`config.mk`:
```
export PLATFORM = sky130hd
export DESIGN_NAME = id_ex_operand_stage
export DESIGN_NICKNAME = d
export VERILOG_FILES = /design/src/rtl/pipe_pkg.sv /design/src/rtl/id_ex_operand_stage_forward_unit.sv /design/src/rtl/id_ex_operand_stage.sv
export SDC_FILE = /design/constraint.sdc
export NUM_CORES = 1
export LEC_CHECK = 0
export BUFFER_PORTS_ARGS = -buffer_cell sky130_fd_sc_hd__buf_2
export CELL_PAD_IN_SITES_DETAIL_PLACEMENT = 0
export CELL_PAD_IN_SITES_GLOBAL_PLACEMENT = 2
export CORE_ASPECT_RATIO = 2
export CORE_UTILIZATION = 27
export CTS_BUF_LIST = sky130_fd_sc_hd__clkbuf_8 sky130_fd_sc_hd__clkbuf_16
export CTS_CLUSTER_DIAMETER = 30
export DETAILED_ROUTE_END_ITERATION = 8
export GPL_TIMING_DRIVEN = 0
export PLACE_DENSITY_LB_ADDON = 0.1
export SLEW_MARGIN = 20
export SYNTH_ARGS = -nofsm -noshare
export SYNTH_HDL_FRONTEND = slang
export SYNTH_SLANG_ARGS = --single-unit
```
`constraint.sdc`:
```
create_clock -name clk -period 2.15 [get_ports clk]
set_input_delay 0.215 -clock clk [delete_from_list [all_inputs] [get_ports clk]]
set_output_delay 0.215 -clock clk [all_outputs]
set_load 0.02 [all_outputs]
```
`src/rtl/pipe_pkg.sv`:
```
// pipe_pkg: shared pipeline definitions for the ID/EX operand stage.
//   - ALU op-code constants (4-bit)
//   - fwd_sel_e: which source feeds a forwarded operand
//   - ex_ctrl_t: EX-stage control bundle carried towards EX/MEM
package pipe_pkg;

  localparam logic [3:0] ALU_ADD = 4'b0000;
  localparam logic [3:0] ALU_SUB = 4'b0001;
  localparam logic [3:0] ALU_XOR = 4'b0010;
  localparam logic [3:0] ALU_OR  = 4'b0011;
  localparam logic [3:0] ALU_AND = 4'b0100;
  localparam logic [3:0] ALU_NOT = 4'b0101;
  localparam logic [3:0] ALU_SLL = 4'b0110;
  localparam logic [3:0] ALU_SRL = 4'b0111;
  localparam logic [3:0] ALU_SLT = 4'b1000;

  typedef enum logic [1:0] {
    FWD_REG   = 2'd0,
    FWD_EXMEM = 2'd1,
    FWD_MEMWB = 2'd2
  } fwd_sel_e;

  typedef struct packed {
    logic valid;
    logic regwrite;
    logic memread;
    logic memwrite;
    logic memtoreg;
    logic branch;
  } ex_ctrl_t;

  localparam ex_ctrl_t EX_CTRL_BUBBLE = 6'b000000;

endpackage

```
`src/rtl/id_ex_operand_stage_forward_unit.sv`:
```
// forward_unit: picks the freshest value of one source register.
// Ports:
//   addr_i            register number being read
//   rf_data_i         value captured from the register file
//   exmem_*_i         EX/MEM write-back candidate (highest priority)
//   memwb_*_i         MEM/WB write-back candidate
//   data_o            selected operand value
//   sel_o             which source was selected
module forward_unit
  import pipe_pkg::*;
#(
  parameter int DATA_W = 32,
  parameter int REG_AW = 5
) (
  input  logic [REG_AW-1:0] addr_i,
  input  logic [DATA_W-1:0] rf_data_i,
  input  logic              exmem_regwrite_i,
  input  logic [REG_AW-1:0] exmem_rd_i,
  input  logic [DATA_W-1:0] exmem_result_i,
  input  logic              memwb_regwrite_i,
  input  logic [REG_AW-1:0] memwb_rd_i,
  input  logic [DATA_W-1:0] memwb_result_i,
  output logic [DATA_W-1:0] data_o,
  output fwd_sel_e          sel_o
);

  // Priority bypass select; register 0 is hard-wired and never bypassed.
  always_comb begin
    sel_o  = FWD_REG;
    data_o = rf_data_i;
    if (exmem_regwrite_i && (exmem_rd_i != {REG_AW{1'b0}}) && (exmem_rd_i == addr_i)) begin
      sel_o  = FWD_EXMEM;
      data_o = exmem_result_i;
    end else if (memwb_regwrite_i && (memwb_rd_i != {REG_AW{1'b0}}) && (memwb_rd_i == addr_i)) begin
      sel_o  = FWD_MEMWB;
      data_o = memwb_result_i;
    end else begin
      sel_o  = FWD_REG;
      data_o = rf_data_i;
    end
  end

endmodule

```
`src/rtl/id_ex_operand_stage.sv`:
```
// id_ex_operand_stage: ID/EX pipeline register with operand forwarding
// and local load-use bubble insertion.
// Ports:
//   clk, rst                    clock, synchronous active-high reset
//   id_*                        decoded instruction from ID
//   stall, flush                hold / bubble the EX register
//   exmem_*, memwb_*            forwarding sources from later stages
//   alu_first, alu_second       forwarded ALU operands
//   alu_control, ex_*           registered op code, control and destination
//   ex_store_data               forwarded rt value for stores
//   load_use_hazard             combinational; upstream holds IF/ID
module id_ex_operand_stage
  import pipe_pkg::*;
#(
  parameter int DATA_W = 32,
  parameter int REG_AW = 5
) (
  input  logic              clk,
  input  logic              rst,
  input  logic              id_valid,
  input  logic [REG_AW-1:0] id_rs_addr,
  input  logic [REG_AW-1:0] id_rt_addr,
  input  logic [REG_AW-1:0] id_rd_addr,
  input  logic              id_uses_rs,
  input  logic              id_uses_rt,
  input  logic [DATA_W-1:0] id_rs_data,
  input  logic [DATA_W-1:0] id_rt_data,
  input  logic [DATA_W-1:0] id_imm,
  input  logic [3:0]        id_alucontrol,
  input  logic              id_alusrc,
  input  logic              id_regwrite,
  input  logic              id_memread,
  input  logic              id_memwrite,
  input  logic              id_memtoreg,
  input  logic              id_branch,
  input  logic              stall,
  input  logic              flush,
  input  logic              exmem_regwrite,
  input  logic [REG_AW-1:0] exmem_rd,
  input  logic [DATA_W-1:0] exmem_result,
  input  logic              memwb_regwrite,
  input  logic [REG_AW-1:0] memwb_rd,
  input  logic [DATA_W-1:0] memwb_result,
  output logic [DATA_W-1:0] alu_first,
  output logic [DATA_W-1:0] alu_second,
  output logic [3:0]        alu_control,
  output logic [DATA_W-1:0] ex_store_data,
  output logic              ex_valid,
  output logic              ex_regwrite,
  output logic              ex_memread,
  output logic              ex_memwrite,
  output logic              ex_memtoreg,
  output logic              ex_branch,
  output logic [REG_AW-1:0] ex_dest,
  output logic              load_use_hazard
);

  ex_ctrl_t          ctrl_q,    ctrl_d;
  logic [REG_AW-1:0] rs_addr_q, rs_addr_d;
  logic [REG_AW-1:0] rt_addr_q, rt_addr_d;
  logic [REG_AW-1:0] dest_q,    dest_d;
  logic [DATA_W-1:0] rs_data_q, rs_data_d;
  logic [DATA_W-1:0] rt_data_q, rt_data_d;
  logic [DATA_W-1:0] imm_q,     imm_d;
  logic [3:0]        aluctl_q,  aluctl_d;
  logic              alusrc_q,  alusrc_d;

  logic [DATA_W-1:0] rs_fwd_s, rt_fwd_s;
  fwd_sel_e          rs_sel_s, rt_sel_s;
  logic              hazard_s;

  // Load in EX whose destination is read by ID; suppressed while the
  // register is being held or flushed so only one bubble is ever inserted.
  always_comb begin
    hazard_s = 1'b0;
    if (!stall && !flush && ctrl_q.valid && ctrl_q.memread &&
        (dest_q != {REG_AW{1'b0}}) && id_valid) begin
      hazard_s = (id_uses_rs && (id_rs_addr == dest_q)) ||
                 (id_uses_rt && (id_rt_addr == dest_q));
    end else begin
      hazard_s = 1'b0;
    end
  end

  // Next-state selection: flush > stall > load-use bubble > load.
  always_comb begin
    ctrl_d    = ctrl_q;
    rs_addr_d = rs_addr_q;
    rt_addr_d = rt_addr_q;
    dest_d    = dest_q;
    rs_data_d = rs_data_q;
    rt_data_d = rt_data_q;
    imm_d     = imm_q;
    aluctl_d  = aluctl_q;
    alusrc_d  = alusrc_q;
    if (flush || (!stall && hazard_s)) begin
      ctrl_d    = EX_CTRL_BUBBLE;
      rs_addr_d = {REG_AW{1'b0}};
      rt_addr_d = {REG_AW{1'b0}};
      dest_d    = {REG_AW{1'b0}};
      rs_data_d = {DATA_W{1'b0}};
      rt_data_d = {DATA_W{1'b0}};
      imm_d     = {DATA_W{1'b0}};
      aluctl_d  = ALU_ADD;
      alusrc_d  = 1'b0;
    end else if (stall) begin
      ctrl_d = ctrl_q;
    end else begin
      ctrl_d    = '{valid: id_valid, regwrite: id_regwrite, memread: id_memread,
                    memwrite: id_memwrite, memtoreg: id_memtoreg, branch: id_branch};
      rs_addr_d = id_rs_addr;
      rt_addr_d = id_rt_addr;
      dest_d    = id_rd_addr;
      rs_data_d = id_rs_data;
      rt_data_d = id_rt_data;
      imm_d     = id_imm;
      aluctl_d  = id_alucontrol;
      alusrc_d  = id_alusrc;
    end
  end

  // ID/EX register.
  always_ff @(posedge clk) begin
    if (rst) begin
      ctrl_q    <= EX_CTRL_BUBBLE;
      rs_addr_q <= {REG_AW{1'b0}};
      rt_addr_q <= {REG_AW{1'b0}};
      dest_q    <= {REG_AW{1'b0}};
      rs_data_q <= {DATA_W{1'b0}};
      rt_data_q <= {DATA_W{1'b0}};
      imm_q     <= {DATA_W{1'b0}};
      aluctl_q  <= ALU_ADD;
      alusrc_q  <= 1'b0;
    end else begin
      ctrl_q    <= ctrl_d;
      rs_addr_q <= rs_addr_d;
      rt_addr_q <= rt_addr_d;
      dest_q    <= dest_d;
      rs_data_q <= rs_data_d;
      rt_data_q <= rt_data_d;
      imm_q     <= imm_d;
      aluctl_q  <= aluctl_d;
      alusrc_q  <= alusrc_d;
    end
  end

  forward_unit #(.DATA_W(DATA_W), .REG_AW(REG_AW)) u_fwd_rs (
    .addr_i(rs_addr_q), .rf_data_i(rs_data_q),
    .exmem_regwrite_i(exmem_regwrite), .exmem_rd_i(exmem_rd), .exmem_result_i(exmem_result),
    .memwb_regwrite_i(memwb_regwrite), .memwb_rd_i(memwb_rd), .memwb_result_i(memwb_result),
    .data_o(rs_fwd_s), .sel_o(rs_sel_s)
  );

  forward_unit #(.DATA_W(DATA_W), .REG_AW(REG_AW)) u_fwd_rt (
    .addr_i(rt_addr_q), .rf_data_i(rt_data_q),
    .exmem_regwrite_i(exmem_regwrite), .exmem_rd_i(exmem_rd), .exmem_result_i(exmem_result),
    .memwb_regwrite_i(memwb_regwrite), .memwb_rd_i(memwb_rd), .memwb_result_i(memwb_result),
    .data_o(rt_fwd_s), .sel_o(rt_sel_s)
  );

  // Operand muxes: the register-file path comes straight from the EX
  // register, bypassed values come from the forwarding units.
  always_comb begin
    alu_first     = (rs_sel_s == FWD_REG) ? rs_data_q : rs_fwd_s;
    ex_store_data = (rt_sel_s == FWD_REG) ? rt_data_q : rt_fwd_s;
    if (alusrc_q) begin
      alu_second = imm_q;
    end else begin
      alu_second = ex_store_data;
    end
  end

  assign alu_control     = aluctl_q;
  assign ex_valid        = ctrl_q.valid;
  assign ex_regwrite     = ctrl_q.regwrite;
  assign ex_memread      = ctrl_q.memread;
  assign ex_memwrite     = ctrl_q.memwrite;
  assign ex_memtoreg     = ctrl_q.memtoreg;
  assign ex_branch       = ctrl_q.branch;
  assign ex_dest         = dest_q;
  assign load_use_hazard = hazard_s;

endmodule

```
Word level (Yosys, flattened, before mapping)

Cells that the tools add are included.

Reductions and logical operators: 24
$lt $le $gt $ge: 0
Div/mod/pow operators: 0
Equal/unequal tests: 6
$mul: 0
Bitwise operators: 0
Mux-type cells: 12
Add/subtract/negate cells: 0
Shifts and indexed selects: 0

Operators with widths:

| cell                | count |
|---|---|
| $mux W32            | 7 |
| $eq A5 B5 Y1        | 6 |
| $reduce_bool A5 Y1  | 3 |
| $logic_and A1 B1 Y1 | 14 |
| $mux W2             | 4 |
| $logic_not A2 Y1    | 2 |
| $logic_not A1 Y1    | 2 |
| $logic_or A1 B1 Y1  | 2 |
| $reduce_or A2 Y1    | 1 |
| $mux W1             | 1 |

Logic and storage cells: 56
Input bits: 204
Register bits after elaboration: 122
Memory bits (read-only): 0
Bits in latches: 0
RAM bits: 0
Memories: 0

Longest topological paths before layout

Gate-level depths: netlist of run 1.

Word-level depth: 10
Mapped depth: 7

Hierarchy

From an unflattened synthesis of run 1, not the netlist that was laid out.

Cells, all modules: 930
Area total of the unflattened synthesis: 9808.2 um2

Modules (own cells, without submodules):

| module              | cells each | area each (um2) | times used | seq. area each (um2) |
|---|---|---|---|---|
| id_ex_operand_stage | 560        | 6827.8          | 1          | 2442.3 |
| forward_unit        | 185        | 1490.2          | 2          | 0.0 |

Worst setup path after synthesis of run 1

Ideal clock, no wire load.

Kind: input-to-output
From: in memwb_rd[0]
To: out alu_second[31]
Arrival time: 2.027 ns
Buffers on the path: 1
Stages: 6
Setup slack: -0.092 ns
Path through: or4_1 -> o211ai_2 -> buf_4 -> o21ai_1 -> a31oi_1 -> mux2_2

Longest elaborated chain between the ends: 8
Elaborated cells between the ends (all ways): 11
Classes of those cells: eq/ne (1); mux (6); reduce/logical (4)

RTL lines:

| item                  | line                                   | text |
|---|---|---|
| start: declaration    | id_ex_operand_stage.sv:42              | `input logic [REG_AW-1:0] memwb_rd,` |
| $reduce_bool A5 Y1    | id_ex_operand_stage_forward_unit.sv:34 | `end else if (memwb_regwrite_i && (memwb_rd_i != {REG_AW{1'b0}}) && (memwb_rd_i == addr_i)) begin` |
| $logic_and A1 B1 Y1   | id_ex_operand_stage_forward_unit.sv:34 |  |
| $logic_and A1 B1 Y1 * | id_ex_operand_stage_forward_unit.sv:34 |  |
| $mux W2               | id_ex_operand_stage_forward_unit.sv:34 |  |
| $mux W2               | id_ex_operand_stage_forward_unit.sv:31 | `if (exmem_regwrite_i && (exmem_rd_i != {REG_AW{1'b0}}) && (exmem_rd_i == addr_i)) begin` |
| $logic_not A2 Y1      | id_ex_operand_stage.sv:165             | `ex_store_data = (rt_sel_s == FWD_REG) ? rt_data_q : rt_fwd_s;` |
| $mux W32 *            | id_ex_operand_stage.sv:165             |  |
| via ex_store_data[31] | id_ex_operand_stage.sv:47              | `output logic [DATA_W-1:0] ex_store_data,` |
| $mux W32 *            | id_ex_operand_stage.sv:166             | `if (alusrc_q) begin` |
| end: declaration      | id_ex_operand_stage.sv:45              | `output logic [DATA_W-1:0] alu_second,` |

Mark *: on every way through the listed nets, which the timed path passes. The rest lies on a longest branch.

Final worst setup path of run 1

From: reg rt_addr_q[2]
To: out alu_second[22]

Longest elaborated chain between the ends: 7
Elaborated cells between the ends (all ways): 11
Classes of those cells: eq/ne (2); mux (6); reduce/logical (3)

RTL lines:

| item                     | line                                   | text |
|---|---|---|
| start: declaration       | id_ex_operand_stage.sv:60              | `logic [REG_AW-1:0] rt_addr_q, rt_addr_d;` |
| start signal: assignment | id_ex_operand_stage.sv:127             | `rt_addr_q <= {REG_AW{1'b0}};` |
| start signal: assignment | id_ex_operand_stage.sv:137             | `rt_addr_q <= rt_addr_d;` |
| $eq A5 B5 Y1             | id_ex_operand_stage_forward_unit.sv:34 |  |
| $logic_and A1 B1 Y1      | id_ex_operand_stage_forward_unit.sv:34 |  |
| $mux W2                  | id_ex_operand_stage_forward_unit.sv:34 |  |
| $mux W2                  | id_ex_operand_stage_forward_unit.sv:31 |  |
| $logic_not A2 Y1         | id_ex_operand_stage.sv:165             |  |
| $mux W32 *               | id_ex_operand_stage.sv:165             |  |
| $mux W32 *               | id_ex_operand_stage.sv:166             |  |

Mark *: on every way between the ends. The rest lies on a longest branch, timed or not.

==> impl_metrics.env, run 1 <==
export IMPL_track_usage=0.235
export IMPL_antenna_found_initial=3
export IMPL_powerDensity_nw_per_um2=523
export IMPL_viasPerCell=4.69
export IMPL_crit_chain="xnor2_2, nand4_1, buf_6, or2_4, buf_12, buf_16, a31oi_4, mux2_2, buf_4"
export IMPL_io_pins=316
export IMPL_finalCritPeriodShare=1.20
export IMPL_initial_core_util=0.276
export IMPL_slowest_delay_ps=370
export IMPL_hold_slack_ps=17.9
export IMPL_core_um2=25800
export IMPL_total_leakage_power_nw=5.85
export IMPL_ant_nets=0
export IMPL_grt_max_degree=17
export IMPL_irDropWorstVdd_mv=0.438
export IMPL_power_switching_share=0.285
export IMPL_crit_fanout=8
export IMPL_slowest_stage="dfxtp_4"
export IMPL_place_congestion=0.747
export IMPL_die_h_um=231
export IMPL_arrival_ps=2360
export IMPL_internal_power_w=0.00511
export IMPL_synth_cell_type_count=39
export IMPL_finalWorstSetupSlack_ps=-430
export IMPL_power_w=0.00714
export IMPL_cp_top_family="buffers and inverters"
export IMPL_dp_cells=1428
export IMPL_portBuffers=314
export IMPL_cts_max_level=4
export IMPL_p_sw_w=0.00204
export IMPL_via_count=7515
export IMPL_path_class="reg2out"
export IMPL_drtPass1Iterations=4
export IMPL_syn_to_final_growth_pct=92.4
export IMPL_postSynthAreaPerCell_um2=9.18
export IMPL_synth_seq_area_share=0.344
export IMPL_status="finished, violations left"
export IMPL_syn_num_nets=978
export IMPL_required_ps=1930
export IMPL_fin_nets=1451
export IMPL_p_comb_frac=0.240
export IMPL_gr_total_overflow=0
export IMPL_fin_crit_ps=2580
export IMPL_slew_violations=0
export IMPL_final_util=0.530
export IMPL_grt_pass1_wl_mm=45.3
export IMPL_worst_setup_path_end_kind="output port"
export IMPL_pre_cts_slack_ps=-745
export IMPL_clkLatencyLatePin_ps=440
export IMPL_synth_seq_cells=122
export IMPL_p_clk_frac=0.425
export IMPL_hold_path_class="in2reg"
export IMPL_grt_pass1_vias=7886
export IMPL_finClkSkew_ps=8.64
export IMPL_cts_buffers=17
export IMPL_final_hold_viol_count=0
export IMPL_drt_drc_violations_left=0
export IMPL_tightest_slew_ps=970
export IMPL_fp_dieArea_um2=27000
export IMPL_rows=83
export IMPL_syn_area_um2=7100
export IMPL_cp_start_kind="register"
export IMPL_seq_power_share=0.335
export IMPL_die_x_um=117
export IMPL_rsz0062_at_grt="yes"
export IMPL_cts_sinks=122
export IMPL_syn_inst=774
export IMPL_crit_buf_inv=4
export IMPL_routed_wl_mm=32.7
export IMPL_cts_tree="done"
export IMPL_avgRoutedWirePerCell_um=20.4
export IMPL_dp_hpwl_mm=23.6
export IMPL_fin_cells=1602
export IMPL_violations="setup timing"
export IMPL_root_buffer="clkbuf_16"
export IMPL_slew_headroom=0.353
export IMPL_final_layout_size_suffix_gt1_frac=0.563
export IMPL_clkTransAtPathRegs_ps=60
export IMPL_finalSetupViolations=96
export IMPL_fill_cells=2498
export IMPL_drv_cap=0
export IMPL_max_freq_mhz=388
export IMPL_clk_path_buf_depth=2
export IMPL_drt_iter0_drc=198
export IMPL_ys_warn_count=0
[worst register-to-register path, cell delays in order, from the launching register on]
cell	delay, ps
dfxtp_1	360
or4_4	590
o21ai_2	180
buf_4	140
o21ai_4	80
buf_4	150
clkbuf_8	170
buf_4	200
nor2_1	110
[Yosys cell counts (all sizes together)]
cell	instances	area, µm²
clkbuf	32	120
nand3	1	5.00
a21oi	32	160
nor2	166	623
a32oi	1	8.76
xnor2	18	158
o31ai	3	22.5
a31oi	29	549
o211ai	2	25.0
nand2	3	11.3
nor3	29	145
and2	1	6.26
mux2	29	327
buf	31	224
nand4	3	18.8
mux2i	154	1540
o21ai	32	194
and3	3	18.8
inv	29	109
nor4	3	25.0
dfxtp	122	2440
xor2	12	105
or2	2	12.5
a221oi	3	26.3
or3	29	181
nand4b	1	8.76
or4	4	33.8
[cells in the final DEF, fill, tap and decap left out, types with 22 or more instances in the layout]
master | netlist | layout
a21oi_4 | 0 | 22
nor2_1 | 166 | 133
buf_6 | 2 | 96
dlygate4sd3_1 | 0 | 93
buf_4 | 4 | 42
o21ai_2 | 9 | 26
or3_4 | 0 | 27
inv_1 | 29 | 29
a31oi_4 | 22 | 28
clkbuf_16 | 0 | 29
buf_2 | 18 | 223
dfxtp_1 | 122 | 108
mux2i_1 | 154 | 131
mux2_4 | 0 | 24
nor2_4 | 0 | 28
[repair_timing]
item                                   in CTS  in global routing
buffers inserted                           21                 16
cloned                                      4                 10
gates resized for setup                   348                234
endpoints found under the hold margin      93                  0
pin swaps                                  38                 44
hold buffers                               93                  0
setup endpoints to repair                 219                187
[sequential cells by signal (all words and copies together) (netlist names)]
signal       flops
ex_regwrite      1
ex_memtoreg      1
rt_data_q       32
ex_memwrite      1
ex_dest          5
ex_branch        1
rt_addr_q        5
rs_addr_q        5
ex_valid         1
alusrc_q         1
rs_data_q       32
ex_memread       1
imm_q           32
alu_control      4
[stage by stage]
| stage | TNS [ps] | area (µm²) |
|---|---|---|
| 6_report | -32010 | 13700 |
| 5_1_grt | -39760 | 13700 |
| 4_1_cts | -31550 | 12300 |
| 3_5_place_dp | -103540 | 9160 |
| 3_3_place_gp | -104860 | 9160 |
| 2_1_floorplan | 0 | 7170 |
[worst paths after layout]
check / start / to / slack [ps] / depth (start not counted)
max: rt_addr_q[2] / alu_second[22] / -430 / 9
min: id_rt_data[13] / rt_data_q[13] / 20 / 3
max reg2reg: ex_dest[0] / rt_addr_q[1] / 120 / 8
min reg2reg: alu_control[1] / alu_control[1] / 490 / 2
[power by group through the flow]
| stage | Sequential [W] | Clock, W | Combinational, W |
|---|---|---|---|
| 2_1_floorplan | 0.00243 | 0 | 0.000659 |
| 3_3_place_gp | 0.00243 | 0 | 0.00117 |
| 3_5_place_dp | 0.00243 | 0 | 0.00117 |
| 4_1_cts | 0.00239 | 0.00311 | 0.00154 |
| 5_1_grt | 0.00240 | 0.00320 | 0.00181 |
| 6_report | 0.00239 | 0.00304 | 0.00171 |
[routing by layer]
metal  part of all wire  wire (µm)  track usage
met4              0.028        926       0.0941
met1               0.34      11000        0.216
met3              0.046       1490       0.0476
met2               0.59      19300        0.477
met5            0.00024          8            0
[kinds of logic (layout without fill, tap and decap cells)]
| kind of cell | Yosys count | after routing | share of synthesized area |
|---|---|---|---|
| AND/OR/NAND/NOR | 245 | 245 | 0.153 |
| AO/OA/AOI/OAI | 102 | 102 | 0.139 |
| buffers and inverters | 92 | 578 | 0.0638 |
| other | 0 | 2 | 0 |
| multiplexers | 183 | 183 | 0.263 |
| flip-flops | 122 | 122 | 0.344 |
| XOR/XNOR | 30 | 30 | 0.0370 |
[cell type report]
cell class	count	area [µm²]	share of cell area
multi-input combinational	560	5650	0.413
timing repair buffer	457	3740	0.274
sequential	122	2480	0.182
buffer	60	641	0.0469
clock buffer	20	467	0.0342
tap	340	425	0.0311
clock inverter	12	146	0.0107
inverter	29	109	0.00797
antenna	2	5.00	0.000366
No activity file was read; power rests on OpenSTA's default activity.
==> inputs of run 2 (changes only) <==
==> constraint.sdc (replaced) <==
create_clock -name clk -period 2.15 [get_ports clk]
set_input_delay 0.43 -clock clk [delete_from_list [all_inputs] [get_ports clk]]
set_output_delay 0.43 -clock clk [all_outputs]
set_load 0.02 [all_outputs]
==> run 2 against run 1 <==
Critical path depth unchanged; sequential power about the same; the run still ends with setup timing left; total power up 1.5%; setup slack worse by 240 ps; critical path type is now in2out; cell count down 5.1%.
==> impl_metrics.env, run 2 (synthesized netlist as in run 1, its figures left out) <==
export IMPL_max_freq_mhz=354
export IMPL_place_congestion=0.737
export IMPL_drtPass1Iterations=4
export IMPL_cts_hold_buf=0
export IMPL_dp_hpwl_mm=23.5
export IMPL_finalWorstSetupSlack_ps=-672
export IMPL_grt_pass1_vias=7533
export IMPL_fp_dieArea_um2=27000
export IMPL_grt_pass1_wl_mm=45.1
export IMPL_cts_buffers=17
export IMPL_hold_path_class="in2reg"
export IMPL_clkLatencyLatePin_ps=440
export IMPL_powerDensity_nw_per_um2=574
export IMPL_syn_to_final_growth_pct=78.0
export IMPL_reg_top3="imm_q x32, rs_data_q x32, rt_data_q x32"
export IMPL_final_layout_size_suffix_gt1_frac=0.595
export IMPL_layout_commonest_cell="buf_2"
export IMPL_required_ps=1720
export IMPL_final_util=0.491
export IMPL_crit_fanout=6
export IMPL_power_switching_share=0.272
export IMPL_final_hold_viol_count=0
export IMPL_portBuffers=314
export IMPL_finalSetupViolations=172
export IMPL_gr_total_overflow=0
export IMPL_initial_core_util=0.276
export IMPL_dp_cells=1428
export IMPL_drv_cap=0
export IMPL_slew_violations=0
export IMPL_fin_crit_ps=2820
export IMPL_avgRoutedWirePerCell_um=20.6
export IMPL_grt_max_degree=17
export IMPL_slew_headroom=0.360
export IMPL_cp_start_kind="input port"
export IMPL_via_count=7044
export IMPL_fin_nets=1365
export IMPL_io_pins=316
export IMPL_worst_setup_path_end_kind="output port"
export IMPL_clkTransAtPathRegs_ps=60
export IMPL_track_usage=0.237
export IMPL_root_buffer="clkbuf_16"
export IMPL_register_area_um2=2480
export IMPL_tns_ps=-52290
export IMPL_p_sw_w=0.00198
export IMPL_p_comb_frac=0.221
export IMPL_p_clk_frac=0.449
export IMPL_path_class="in2out"
export IMPL_finClkSkew_ps=6.93
export IMPL_fill_cells=2577
export IMPL_drt_drc_violations_left=0
export IMPL_fin_cells=1520
export IMPL_rows=83
export IMPL_cts_tree="done"
export IMPL_cts_sinks=122
export IMPL_internal_power_w=0.00528
export IMPL_multi_input_area_um2=5370
export IMPL_rsz0062_at_grt="yes"
export IMPL_finalCritPeriodShare=1.31
export IMPL_irDropWorstVdd_mv=0.407
export IMPL_die_h_um=231
export IMPL_tightest_slew_ps=960
export IMPL_total_leakage_power_nw=5.55
export IMPL_viasPerCell=4.63
export IMPL_clk_path_buf_depth=2
export IMPL_drt_iter0_drc=192
export IMPL_routed_wl_mm=31.3
export IMPL_most_common_layout_cells="216 x buf_2, 138 x mux2i_1, 137 x nor2_1"
export IMPL_die_x_um=117
export IMPL_pre_cts_slack_ps=-1050
export IMPL_ant_nets=0
export IMPL_seq_power_share=0.330
export IMPL_violations="setup timing"
export IMPL_arrival_ps=2390
export IMPL_antenna_found_initial=7
export IMPL_status="finished, violations left"
export IMPL_cts_max_level=4
export IMPL_core_um2=25800
## run 2: metal layers
layer | vias to the layer above | routed length (µm) | GRT usage
met3 | 45 | 1540 | 0.0523
met1 | 3304 | 10500 | 0.220
li1 | 3477 | - | -
met5 | - | 13 | 0
met2 | 216 | 18400 | 0.470
met4 | 2 | 831 | 0.107
## run 2: layout make-up
type	instances	share of cell area
multi-input cells	560	0.425
clock buffers	20	0.0369
plain buffers	57	0.0519
flip-flops and latches	122	0.196
clock inverters	12	0.0153
repair buffers	374	0.231
well taps	340	0.0336
diodes	6	0.00119
inverters	29	0.00861
## run 2: worst paths after layout
kind / slack (ps) / startpoint / cells after the start / end
max: -670 / exmem_rd[1] / 9 / alu_second[4]
min: 220 / id_rs_data[17] / 3 / rs_data_q[17]
max reg2reg: -40 / ex_dest[3] / 10 / rt_data_q[11]
min reg2reg: 490 / rs_data_q[26] / 2 / rs_data_q[26]
## run 2: power by group through the flow
stage	clock network [W]	registers (W)	logic [W]
CTS	0.00334	0.00239	0.00150
detailed placement	0	0.00244	0.00122
floorplan	0	0.00243	0.000709
global route	0.00345	0.00240	0.00171
finish	0.00326	0.00239	0.00161
global placement	0	0.00243	0.00122
## run 2: worst max-delay path: stages
cell	delay, ps
buf_8	100
or4_4	540
o211ai_4	250
or2_4	250
buf_12	140
buf_12	130
a31oi_4	110
mux2_4	290
buf_6	130
## run 2: per-stage QoR
stage               total power [W]  hold slack (ps)  instance area [µm²]
floorplan                   0.00314              458                 7510
global placement            0.00365              471                 9510
detailed placement          0.00366              482                 9510
CTS                         0.00724              194                12000
global route                0.00756              212                12600
finish                      0.00725              216                12600
## run 2: repair_timing
item                                    CTS  global route
cloned                                   11             0
endpoints found under the setup margin  219           209
setup buffers                            31            20
endpoints found under the hold margin     0             0
pin swaps                                27            36
resized for setup                       340           157
